File: config.mk
export PLATFORM = sky130hd
export DESIGN_NAME = bitsa_serial_tx
export DESIGN_NICKNAME = d
export VERILOG_FILES = /design/src/rtl/bitsa_tx_pkg.sv /design/src/rtl/bitsa_serial_tx.sv
export SDC_FILE = /design/constraint.sdc
export NUM_CORES = 1
export LEC_CHECK = 0
export ABC_AREA = 1
export CAP_MARGIN = 20
export CORE_MARGIN = 2
export CORE_UTILIZATION = 40
export DETAILED_ROUTE_END_ITERATION = 10
export HOLD_SLACK_MARGIN = 0.15
export PLACE_DENSITY_LB_ADDON = 0.12
export REMOVE_ABC_BUFFERS = 1
export SLEW_MARGIN = 15
export SYNTH_ARGS = -nofsm -noshare
export SYNTH_HDL_FRONTEND = slang
export SYNTH_SLANG_ARGS = --single-unit
export TNS_END_PERCENT = 50
File: constraint.sdc
create_clock -name clk -period 3.18 [get_ports clk]
set_input_delay 0.636 -clock clk [delete_from_list [all_inputs] [get_ports clk]]
set_output_delay 0.636 -clock clk [all_outputs]
set_load 0.02 [all_outputs]
File: src/rtl/bitsa_tx_pkg.sv
// rtl/bitsa_tx_pkg.sv - shared types for the bitsa serial transmitter
// Holds the FSM state encoding and the default frame tag type.
// Optional feature macro: BITSA_SERIAL_TX_PARITY_EN (adds the PARITY state).
package bitsa_tx_pkg;

    typedef logic [2:0] bitsa_tag_t;

    typedef enum logic [2:0] {
        ST_IDLE,
        ST_START,
        ST_TAG,
        ST_DATA,
`ifdef BITSA_SERIAL_TX_PARITY_EN
        ST_PARITY,
`endif
        ST_GAP
    } bitsa_state_e;

endpackage

File: src/rtl/bitsa_serial_tx.sv
// rtl/bitsa_serial_tx.sv - tagged word serializer driving a shared one-wire bus
// Sends: start bit (1), TW tag bits LSB first, BITSA+1 data bits LSB first,
// optional even-parity bit, then GAP idle cycles with the line released.
// Optional feature macro: BITSA_SERIAL_TX_PARITY_EN (even parity over tag+data).
// Ports:
//   clk       - sole clock, rising edge
//   rst       - asynchronous active-high reset
//   in_valid  - word offered
//   in_ready  - block idle and able to accept a word
//   in_data   - word to send [BITSA:0]
//   in_tag    - tag sent ahead of the word (BITSB_t)
//   tx_out    - serial line value (0 whenever tx_oe is 0)
//   tx_oe     - line drive enable
//   tx_frame  - high only during the start-bit cycle
//   busy      - high in every state except IDLE
module bitsa_serial_tx
    import bitsa_tx_pkg::*;
#(
    parameter int  BITSA   = 7,
    parameter type BITSB_t = bitsa_tag_t,
    parameter int  GAP     = 1
) (
    input  logic         clk,
    input  logic         rst,
    input  logic         in_valid,
    output logic         in_ready,
    input  logic [BITSA:0] in_data,
    input  BITSB_t       in_tag,
    output logic         tx_out,
    output logic         tx_oe,
    output logic         tx_frame,
    output logic         busy
);

    localparam int W     = BITSA + 1;
    localparam int TW    = $bits(BITSB_t);
    localparam int SW    = TW + W;
    localparam int MAX_A = (W > TW) ? W : TW;
    localparam int MAX_C = (MAX_A > GAP) ? MAX_A : GAP;
    localparam int CNT_W = $clog2(MAX_C + 1);

    localparam logic [CNT_W-1:0] TAG_LAST  = CNT_W'(TW - 1);
    localparam logic [CNT_W-1:0] DATA_LAST = CNT_W'(W - 1);
    localparam logic [CNT_W-1:0] GAP_LAST  = CNT_W'((GAP > 0) ? GAP - 1 : 0);

    // With no gap configured the frame returns straight to IDLE.
    localparam bitsa_state_e AFTER_DATA = (GAP > 0) ? ST_GAP : ST_IDLE;

    bitsa_state_e     state_q, state_d;
    logic [SW-1:0]    sh_q, sh_d;
    logic [CNT_W-1:0] cnt_q, cnt_d;
    logic [TW-1:0]    tag_bits;

    assign tag_bits = in_tag;

`ifdef BITSA_SERIAL_TX_PARITY_EN
    // Parity is captured at accept time because the shifter empties itself.
    logic par_q, par_d;
`endif

    always_ff @(posedge clk or posedge rst) begin
        if (rst) begin
            state_q <= ST_IDLE;
            sh_q    <= '0;
            cnt_q   <= '0;
`ifdef BITSA_SERIAL_TX_PARITY_EN
            par_q   <= 1'b0;
`endif
        end else begin
            state_q <= state_d;
            sh_q    <= sh_d;
            cnt_q   <= cnt_d;
`ifdef BITSA_SERIAL_TX_PARITY_EN
            par_q   <= par_d;
`endif
        end
    end

    always_comb begin
        state_d  = state_q;
        sh_d     = sh_q;
`ifdef BITSA_SERIAL_TX_PARITY_EN
        par_d    = par_q;
`endif
        tx_out   = 1'b0;
        tx_oe    = 1'b0;
        tx_frame = 1'b0;

        case (state_q)
            ST_IDLE: begin
                if (in_valid) begin
                    state_d = ST_START;
                    // Tag sits in the low bits so it leaves the shifter first.
                    sh_d    = {in_data, tag_bits};
`ifdef BITSA_SERIAL_TX_PARITY_EN
                    par_d   = ^{in_data, tag_bits};
`endif
                end
            end
            ST_START: begin
                tx_out   = 1'b1;
                tx_oe    = 1'b1;
                tx_frame = 1'b1;
                state_d  = ST_TAG;
            end
            ST_TAG: begin
                tx_oe  = 1'b1;
                tx_out = sh_q[0];
                sh_d   = sh_q >> 1;
                if (cnt_q == TAG_LAST) begin
                    state_d = ST_DATA;
                end
            end
            ST_DATA: begin
                tx_oe  = 1'b1;
                tx_out = sh_q[0];
                sh_d   = sh_q >> 1;
                if (cnt_q == DATA_LAST) begin
`ifdef BITSA_SERIAL_TX_PARITY_EN
                    state_d = ST_PARITY;
`else
                    state_d = AFTER_DATA;
`endif
                end
            end
`ifdef BITSA_SERIAL_TX_PARITY_EN
            ST_PARITY: begin
                tx_oe   = 1'b1;
                tx_out  = par_q;
                state_d = AFTER_DATA;
            end
`endif
            ST_GAP: begin
                if (cnt_q == GAP_LAST) begin
                    state_d = ST_IDLE;
                end
            end
            default: begin
                state_d = ST_IDLE;
            end
        endcase

        // Counter measures time spent in the current state only.
        if ((state_d != state_q) || (state_q == ST_IDLE)) begin
            cnt_d = '0;
        end else begin
            cnt_d = cnt_q + CNT_W'(1);
        end
    end

    // Gated with rst so the block never advertises readiness while held in reset.
    assign in_ready = (state_q == ST_IDLE) && !rst;
    assign busy     = (state_q != ST_IDLE);

endmodule

== After elaboration in Yosys (flattened, before gate mapping) ==
Cells that the tools add are included.
Storage, ports and cells
  bits in registers: 18
  output and inout port bits: 5
Operators by class
  $add $sub $neg: 1
  equality and inequality tests: 8
  multiplexer cells: 11
  reductions and logical operators: 10
Operator list (count)
  one-hot mux 11 bit (2 select lines): 1
  one-hot mux 3 bit (5 select lines): 1
  two-way mux 3 bit: 4
  two-way mux 11 bit: 1
  equality test 3 x 2 -> 1 bit, second input constant: 2
  adder 4 x 1 -> 4 bit, second input constant: 1
  equality test 4 x 2 -> 1 bit, second input constant: 1
  equality test 4 x 3 -> 1 bit, second input constant: 1
  logical NOT 4 bit: 1
  two-way mux 4 bit: 1
  equality test 3 x 1 -> 1 bit, second input constant: 1
  equality test 3 bit, second input constant: 1
  logical NOT 3 bit: 1
  != test 3 bit: 1
  nonzero test 3 bit: 1
  OR reduction 3 bit: 1
  two-way mux 1 bit: 2
  != test 2 bit, second input constant: 1
  one-hot mux 1 bit (2 select lines): 1
  AND reduction 2 bit: 1
  nonzero test 2 bit: 1
  OR reduction 2 bit: 1
  logical AND 1 bit: 1
  logical NOT 1 bit: 1
  logical OR 1 bit: 1

== Logic depth before layout (Yosys ltp) ==
Gate-level depths: netlist (run 1).
  depth after elaboration: 6
  mapped depth: 9

== Worst setup path after synthesis (run 1) ==
No wires, ideal clock.
  path type: flip-flop to output port
  start point: register state_q[0]
  end point: output tx_out
  arrival: 1.119 ns
  data required time: 2.544 ns
  slack: 1.425 ns
  cell stages (with the launch flop): 4
  path through: dfrtp_1 -> nor2_4 -> nor2_1 -> o21a_1
On the way
  word-level cells in the longest chain between the ends: 3
  elaborated cells between the ends (all ways): 5
  classes of those cells: eq/ne (3); mux (1); reduce/logical (1)
Ends and longest elaborated chain
  start: declaration: RTL line bitsa_serial_tx.sv:49  | bitsa_state_e state_q, state_d;
  start signal: assignment: RTL line bitsa_serial_tx.sv:70  | state_q <= state_d;
  equality test 3 x 2 -> 1 bit: RTL line bitsa_serial_tx.sv:89  | case (state_q)
  OR reduction 2 bit (no source line)
  one-hot mux 1 bit (2 select lines) *: RTL line bitsa_serial_tx.sv:89
  end: declaration: RTL line bitsa_serial_tx.sv:29  | output logic tx_out,
Every way passes the cells marked *; elsewhere a longest branch is shown, timed or not.

== Worst setup path after layout (run 1) ==
  start point: input rst
  end point: output in_ready
On the way
  word-level cells in the longest chain between the ends: 2
Ends and longest elaborated chain
  start: declaration: RTL line bitsa_serial_tx.sv:24  | input logic rst,
  logical NOT 1 bit: RTL line bitsa_serial_tx.sv:152  | assign in_ready = (state_q == ST_IDLE) && !rst;
  logical AND 1 bit: RTL line bitsa_serial_tx.sv:152
  end: declaration: RTL line bitsa_serial_tx.sv:26  | output logic in_ready,
No other way between the ends.

==> results of run 1 <==
## per-layer routing
layer | global-route usage | vias up | routed length (um)
li1 | - | 373 | -
met1 | 0.179 | 318 | 741
met2 | 0.235 | 16 | 799
met3 | 0.0257 | 2 | 74
met4 | 0.0513 | 0 | 20
met5 | 0 | - | 0
## worst reg2reg max path, stage by stage (launching register included)
cell and delay, ps:
dfrtp_1 470, nor2_4 160, nand3_2 320, nand2_1 230
o21bai_2 70, nand2_2 90, nor2_1 50
## state kept, by name, summed over array words and instances (netlist names)
signal,count
cnt_q,4
state_q,3
sh_q,11
## metrics by stage
step,utilization,worst slack [ps],cells
floorplan,-,1430,100
global placement,0.513,788,146
detailed placement,0.513,782,146
CTS,0.529,778,150
global route,0.529,678,150
finish,0.529,789,150
## worst max-delay path by stage
stage | slack [ps] | from | cells past startpoint | to
2_1_floorplan | 1430 | state_q[0] | 3 | tx_out
4_1_cts | 780 | rst | 3 | in_ready
6_report | 790 | rst | 3 | in_ready
3_5_place_dp | 780 | rst | 3 | in_ready
3_3_place_gp | 790 | rst | 3 | in_ready
5_1_grt | 680 | state_q[0] | 4 | tx_out
## power by group through the flow
stage	clock [uW]	sequential [uW]	combinational (uW)
global placement	0	381	398
floorplan	0	370	312
detailed placement	0	384	405
finish	141	381	401
global route	159	395	454
CTS	146	382	408
## kinds of logic after synthesis
group / after synthesis
DFF: 18
xor gates and xnor gates: 2
adders and majority gates: 3
AOI/OAI and AO/OA: 15
and+or+nand+nor: 52
buffers and inverters: 12
## cells in the final DEF (no fill, tap or decap), drive strengths merged
master	n
nor2	31
dfrtp	18
clkdlybuf4s50	18
nand2	11
o22ai	9
inv	9
nand3	7
clkbuf	4
ha	3
o21ai	2
clkinv	1
o31ai	1
or2	1
and2	1
xnor2	1
o21bai	1
a21oi	1
o21a	1
xor2	1
nand4	1
## final cells by class
type / count / area share
Timing Repair Buffer: 18 / 0.152
Clock buffer: 4 / 0.0307
Inverter: 10 / 0.0317
Tap cell: 28 / 0.0296
Multi-Input combinational cell: 72 / 0.375
Sequential cell: 18 / 0.381
==> results.tsv, run 1 <==
stage	metric	value	unit
floorplan	die height	52.7	um
yosys	Top FF cell, synth	dfrtp_1	
clocking	PostCTS Resize Cnt	0	
timing	Slew Limit Headroom	0.550	
critical_path	cell family with most CP delay	buffers and inverters	
hold_path	hold depth	2	
grt	grt ovf	0	
clocking	CTS Sinks	18	
clocking	clock slew at reported path FFs	100	ps
yosys	Post-Syn Area	950	um2
critical_path	Register-to-Register Path Depth	6	
place	dpl cell area	1150	um2
yosys	count leader, synth	nor2_1	
pwr	P per Cell Area	780	nW/um2
layout	Filler Cells Inserted	243	
pwr	P_leak	0.000557	uW
yosys	Distinct cells, synth	27	
yosys	most common library cells after synthesis	nor2_1, dfrtp_1, nand2_1, o22ai_2	
pwr	Combinational Power Share	0.434	
hold_path	HP Class	reg -> reg	
yosys	post-synthesis adder-cell area fraction	0.0395	
clocking	postcts setup bufs	0	
drt	initial drt markers	4	
drt	via count of the routed design	709	
yosys	post-synthesis xor/xnor area fraction	0.0184	
layout	nets@finish	140	
grt	overall routing resource usage	0.141	
timing	setup_tns	0	ps
floorplan	die area	2780	um2
timing	Tcrit/Tclk final	0.752	
floorplan	Starting Density	0.425	
drt	drt pass-1 iters	2	
pwr	switching portion of total power	0.380	
critical_path	R2R Path End	cnt_q[0]	
layout	Area growth syn-to-layout	24.5	%
layout	cell area after layout	1180	um2
critical_path	startpoint types	input port	
timing	maximum clock frequency	418	MHz
layout	layout cells sized above 1	0.197	
yosys	Post-synth EDFFs	0	
timing	Tmin final	2390	ps
layout	FF/Latch Area	450	um2
clocking	H-tree depth	1	
yosys	Seq/Total Area, Yosys	0.474	
yosys	Synth Area in Compound Gates	0.159	
critical_path	data required time at the worst endpoint	2540	ps
outcome	status	finished clean	
yosys	Post-Synth Simple-Gate Area	0.249	
floorplan	Die W	52.7	um
grt	largest net degree at the start of global routing	19	
yosys	synth top area cells	dfrtp_1, nor2_1, o22ai_2	
critical_path	Reg2Reg Launch Point	state_q[0]	
floorplan	Core Region	2230	um2
layout	area of the multi-input gates	443	um2
critical_path	crit-path max cell delay	600	ps
drt	Post-DRT Antenna Nets	0	
critical_path	FF-to-FF setup slack	1680	ps
drt	drt drc	0	
grt	vias in the first global route	676	
layout	ANT cells	0	
critical_path	WP buf/inv	2	
run	maxcap violations	0	
yosys	largest family of logic cells by synthesized area	simple AND/OR/NAND/NOR gates	
pwr	Tot Pwr	922	uW
critical_path	worst path arrival time	1760	ps
critical_path	critical-path cell list	clkdlybuf4s50_1 > nor2_1 > clkdlybuf4s50_1	
floorplan	FP Rows	17	
timing	worst-margin pin slew	674	ps
pwr	Sw Pwr	350	uW
floorplan	num ports	19	
grt	first-pass GRT wire length	2870	um
yosys	Yosys top cell by area	dfrtp_1	
clocking	CTS buffer count	3	
critical_path	CP Class	in -> out	
yosys	post-synthesis async set-or-reset flop share	1.00	
timing	unrepaired setup endpoints after global routing	false	
place	DPL Wire Length	1200	um
pwr	P_int	572	uW
pwr	Worst VDD drop	0.348	mV
critical_path	Critical Path Fanout Max	2	
place	Port Buf Inserts	18	
yosys	flops & latches, synth	18	
timing	Slew Limit Fails	0	
clocking	clk root buf	clkbuf_4	
yosys	Post-Syn Area per Cell	9.31	um2
drt	Avg WL per Cell	10.9	um
drt	Vias/cell	4.73	
yosys	yosys warns	0	
pwr	Clock Power Share	0.152	
critical_path	slowest cell on the critical path	clkdlybuf4s50_1	
pwr	Seq pwr share	0.413	
critical_path	Critical Path Most Common Cell	clkdlybuf4s50_1	
grt	antenna violations before repair	0	
clocking	clk_lat worst skew	290	ps
clocking	CTS tree	yes	
hold_path	min-delay src	sh_q[2]	
drt	final WL	1640	um
timing	clk_skew	3.42	ps
hold_path	WHS Endpoint	sh_q[1]	
clocking	maximum root-to-sink buffer count	2	
timing	worst hold slack	513	ps
clocking	cts hold-fix bufs	0	
timing	Final Hold Viols	0	
place	Final Wtd Congestion	0.779	
yosys	post-synth top area share	0.474	
yosys	mux share of post-synthesis cell area	0	
critical_path	CP Capture Type	output pin	
yosys	Post-Synthesis Cells	102	
timing	setup violators final	0	
(Power assumes the default switching activity.)
==> run 2: changes to the inputs <==
==> constraint.sdc (replaced) <==
create_clock -name clk -period 2.3 [get_ports clk]
set_input_delay 0.46 -clock clk [delete_from_list [all_inputs] [get_ports clk]]
set_output_delay 0.46 -clock clk [all_outputs]
set_load 0.02 [all_outputs]
==> results.tsv, run 2 (synthesis results as in run 1) <==
stage	metric	value	unit	change
floorplan	num ports	19		unchanged
critical_path	R2R Path End	cnt_q[0]		
outcome	status	finished clean		
drt	drt pass-1 iters	3		+1
place	Placed Cells incl. Taps	147		+0.68%
grt	grt ovf	0		unchanged
clocking	CTS buffer count	3		unchanged
timing	worst-margin pin slew	695	ps	+20.2 ps
place	Port Buf Inserts	18		unchanged
drt	drt drc	0		unchanged
critical_path	CP startpoint	state_q[1]		
drt	Vias/cell	4.75		+0.60%
critical_path	crit path capture	in_ready		
layout	Filler Cells Inserted	220		-9.5%
grt	vias in the first global route	682		+0.89%
drt	initial drt markers	7		+3
critical_path	data required time at the worst endpoint	1840	ps	-700 ps
timing	maximum clock frequency	462	MHz	
clocking	clock slew at reported path FFs	110	ps	about the same
pwr	Worst VDD drop	0.528	mV	+52%
clocking	postcts setup bufs	0		unchanged
critical_path	FF-to-FF setup slack	940	ps	-740 ps
grt	overall routing resource usage	0.142		+0.000941
timing	setup violators final	0		unchanged
pwr	P per Cell Area	1070	nW/um2	+37%
layout	nets@finish	141		+0.71%
layout	commonest non-fill, non-tap cells in the layout	nor2_1, clkdlybuf4s50_1, dfrtp_1, o22ai_2, nand2_1		
floorplan	Die W	52.7	um	unchanged
place	DPL Wire Length	1260	um	+5.2%
critical_path	CP Capture Type	output pin		
timing	unrepaired setup endpoints after global routing	false		
layout	fin cells	151		+0.67%
critical_path	Critical Path Fanout Max	5		+3
place	Final Wtd Congestion	0.747		-4.1%
critical_path	startpoint types	flip-flop		
floorplan	Core Region	2230	um2	unchanged
critical_path	Register-to-Register Path Depth	6		unchanged
drt	via count of the routed design	718		+1.3%
floorplan	FP Rows	17		unchanged
hold_path	HP Class	reg -> reg		
timing	clk_skew	2.26	ps	-1.16 ps
clocking	maximum root-to-sink buffer count	2		unchanged
clocking	cts hold-fix bufs	0		unchanged
timing	Tcrit/Tclk final	0.941		
critical_path	CP Class	reg -> out		
grt	first-pass GRT wire length	2900	um	+0.98%
clocking	clk_lat worst skew	290	ps	about the same
layout	max reg flops	11		unchanged
floorplan	die area	2780	um2	unchanged
timing	Slew Limit Fails	0		unchanged
clocking	H-tree depth	1		unchanged
grt	antenna violations before repair	0		unchanged
timing	setup_tns	0	ps	unchanged
clocking	CTS tree	yes		
critical_path	Reg2Reg Launch Point	state_q[1]		
layout	Top Registers	sh_q: 11 flops, cnt_q: 4 flops, state_q: 3 flops		
clocking	clk root buf	clkbuf_4		
run	maxcap violations	0		unchanged
timing	Slew Limit Headroom	0.536		-0.0135
layout	layout cells sized above 1	0.220		+0.0228
critical_path	worst path arrival time	1710	ps	-50 ps
timing	Final Hold Viols	0		unchanged
layout	ANT cells	0		unchanged
timing	worst hold slack	491	ps	-22.6 ps
grt	largest net degree at the start of global routing	19		unchanged
clocking	CTS Sinks	18		unchanged
layout	Reg with most FFs	sh_q		
pwr	P_leak	0.000560	uW	+0.51%
floorplan	die height	52.7	um	unchanged
drt	Post-DRT Antenna Nets	0		unchanged
layout	most common cell after layout, fill and taps aside	nor2_1		
drt	final WL	1660	um	+1.7%
clocking	PostCTS Resize Cnt	0		unchanged
floorplan	Starting Density	0.425		unchanged
timing	Tmin final	2170	ps	
layout	Area growth syn-to-layout	25.6	%	
drt	Avg WL per Cell	11.0	um	+1.0%
[run 2: changes by cell type in the layout (fill, tap and decap cells not counted), sizes merged]
cell | before | now
buf | 0 | 1
[run 2: cell type report]
cell class	count	area [um2]	share of cell area
Sequential cell	18	453	0.380
Timing Repair Buffer	19	188	0.157
Clock buffer	4	36.3	0.0304
Tap cell	28	35.0	0.0294
Inverter	10	37.5	0.0315
Multi-Input combinational cell	72	443	0.371
[run 2: how the worst min path moves through the flow]
stage	from	slack (ps)	end	cells past startpoint
CTS	cnt_q[0]	490	cnt_q[0]	1
floorplan	rst	400	cnt_q[0]	1
detailed placement	cnt_q[0]	480	cnt_q[0]	1
finish	cnt_q[0]	490	cnt_q[0]	1
global route	cnt_q[0]	520	cnt_q[0]	1
global placement	cnt_q[0]	470	cnt_q[0]	1
[run 2: critical path, cell delays in order, from the launching register on]
cell	delay (ps)
dfrtp_2	460
nor2_4	170
nand2_1	80
nor2_1	90
clkdlybuf4s50_1	610
[run 2: through the flow]
step                      utilization  total power [uW]  area (um2)  setup WS (ps)
after floorplan                     -               942         931            721
after global placement          0.517              1080        1150            268
after detailed placement        0.517              1090        1150            205
after CTS                       0.533              1290        1190           89.6
after global routing            0.534              1400        1190           43.7
final                           0.534              1280        1190            135
[run 2: power by group]
part           internal, uW  switching, uW  total, uW
logic                   269            286        554
clock network          96.3            100        196
registers               430           94.6        524
[run 2: metal layers]
| layer | part of all wire | global-route usage |
|---|---|---|
| met1 | 0.48 | 0.177 |
| met2 | 0.47 | 0.235 |
| met3 | 0.042 | 0.0257 |
| met4 | 0.0078 | 0.0641 |
| met5 | 0 | 0 |
==> edit, RTL diff (settings of run 2) <==
Re-encode `bitsa_state_e` (5 states) as one-hot, 5 bits wide.
--- a/src/rtl/bitsa_tx_pkg.sv
+++ b/src/rtl/bitsa_tx_pkg.sv
@@ -7,7 +7,7 @@
 
-    typedef enum logic [2:0] {
-        ST_IDLE,
-        ST_START,
-        ST_TAG,
-        ST_DATA,
+    typedef enum logic [4:0] {
+        ST_IDLE  = 5'b00001,
+        ST_START = 5'b00010,
+        ST_TAG   = 5'b00100,
+        ST_DATA  = 5'b01000,
 `ifdef BITSA_SERIAL_TX_PARITY_EN
@@ -15,3 +15,3 @@
 `endif
-        ST_GAP
+        ST_GAP   = 5'b10000
     } bitsa_state_e;
Formal check against the unedited RTL: no difference found for any inputs over 10 cycles, from zero or initial values and one cycle with rst high; not proved beyond that.
==> edit against run 2 <==
Maximum frequency down 1.6%. Final area grew 15%. Area after synthesis grew 19%. Via count grew 31%. Worst setup slack got worse by 36 ps. Wire length up 28%. Highest routed layer unchanged. Power up 19%. Combinational power up 38%. Largest cell class is now multi-input gates. Sequential cell count is 2 higher. Critical path depth is the same.
==> edit: results (changes against run 2) <==
| Metric | Value |
|---|---|
| Largest net degree at the start of global routing | `21 (+2)` |
| Nets@finish | `180 (+28%)` |
| Post-Synth XOR/XNOR Area | `0.0155 (-0.00299)` |
| Routed wl met2 | `1.05 mm (+35%)` |
| Seq/Total Area, Yosys | `0.443 (-0.0317)` |
| Critical Path AT | `1740 ps (+30 ps)` |
| Max VDD drop | `841 uV (+59%)` |
| Multi-input gate area | `541 sq um (+22%)` |
| Compound-Gate Fraction of Synth Area | `0.0993 (-0.0601)` |
| Layout Skew | `1.55 ps (-0.712 ps)` |
| DP Worst Slack | `246 ps (+40.8 ps)` |
| Clk sinks | `20 (+2)` |
| First-pass GRT wire length | `4.03 mm (+39%)` |
| Global routing usage on met2 | `0.266 (+0.0306)` |
| NonClk Buf Share | `0.141 (-0.0165)` |
| Clock-cell share | `0.0191 (-0.0113)` |
| Adder-cell share of the synthesized area | `0.0331 (-0.00641)` |
| DR vias | `939 (+31%)` |
| Top post-synthesis cells by count | `nand2_1, dfrtp_1, inv_1` |
| Total global-route track usage | `0.154 (+0.0126)` |
| Hold Path Class | `input port to async pin` |
| Max FO, Critical Path | `6 (+1)` |
| Fillers | `272 (+24%)` |
| Status | `finished, final reports clean` |
| CP max stage delay | `570 ps (-40 ps)` |
| Iter 0 DRT Violations | `21 (+14)` |
| Cell total after placement | `189 (+29%)` |
| WL per Instance | `11.1 microns (+0.43%)` |
| DRT met1 WL | `963 microns (+20%)` |
| DR pass1 iterations | `4 (+1)` |
| Syn avg cell area | `8.10 sq um (-13%)` |
| Hpwl dp | `1.70 mm (+35%)` |
| Met1 Usage GRT | `0.195 (+0.0179)` |
| Top cells by area, synth | `dfrtp_1, nand2_1, inv_1, nor2_1, a31oi_1` |
| Vias in the first global route | `967 (+42%)` |
| GPL Wtd Cong | `0.850 (+14%)` |
| Met3 routed WL | `73 microns (+4.3%)` |
| Non-clk bufs | `20 (+1)` |
| Sequential share of cell area | `0.365 (-0.0153)` |
| Final core occ | `0.503 (-0.0305)` |
| Layout cells sized above 1 | `0.136 (-0.0837)` |
| Slew @ Worst Pin | `279 ps (-416 ps)` |
| Nonclk inv count | `20 (+10)` |
| Final wirelength | `2.14 mm (+28%)` |
[edit: cell count changes after synthesis, sizes merged, moves of 4 or more]
cell,change
a31oi,+9
inv,+10
o22ai,-9
nor3,+4
nor2,-8
o21ai,+4
nand2,+26
[edit: path summary, 6_finish.rpt]
check / from / to / slack, ps / cells after the start
worst max register to register: state_q[1] / sh_q[3] / 620 / 7
worst min register to register: cnt_q[0] / cnt_q[0] / 510 / 1
worst min-delay path: rst / sh_q[10] / 510 / 3
min in group clk: cnt_q[0] / cnt_q[0] / 510 / 1
worst max-delay path: state_q[0] / busy / 100 / 4
max in group asynchronous: rst / state_q[0] / 1530 / 3
[edit: what timing repair did]
| item | 4_1_cts | 5_1_grt |
|---|---|---|
| setup buffers | 0 | 0 |
| resized for setup | 3 | 1 |
| setup endpoints to repair | 3 | 1 |
[edit: report_power, final]
part | leakage, nW | switching (mW) | internal (mW)
Sequential | 0.244 | 0.0961 | 0.488
Clock | 0.0150 | 0.104 | 0.0675
Combinational | 0.393 | 0.474 | 0.293
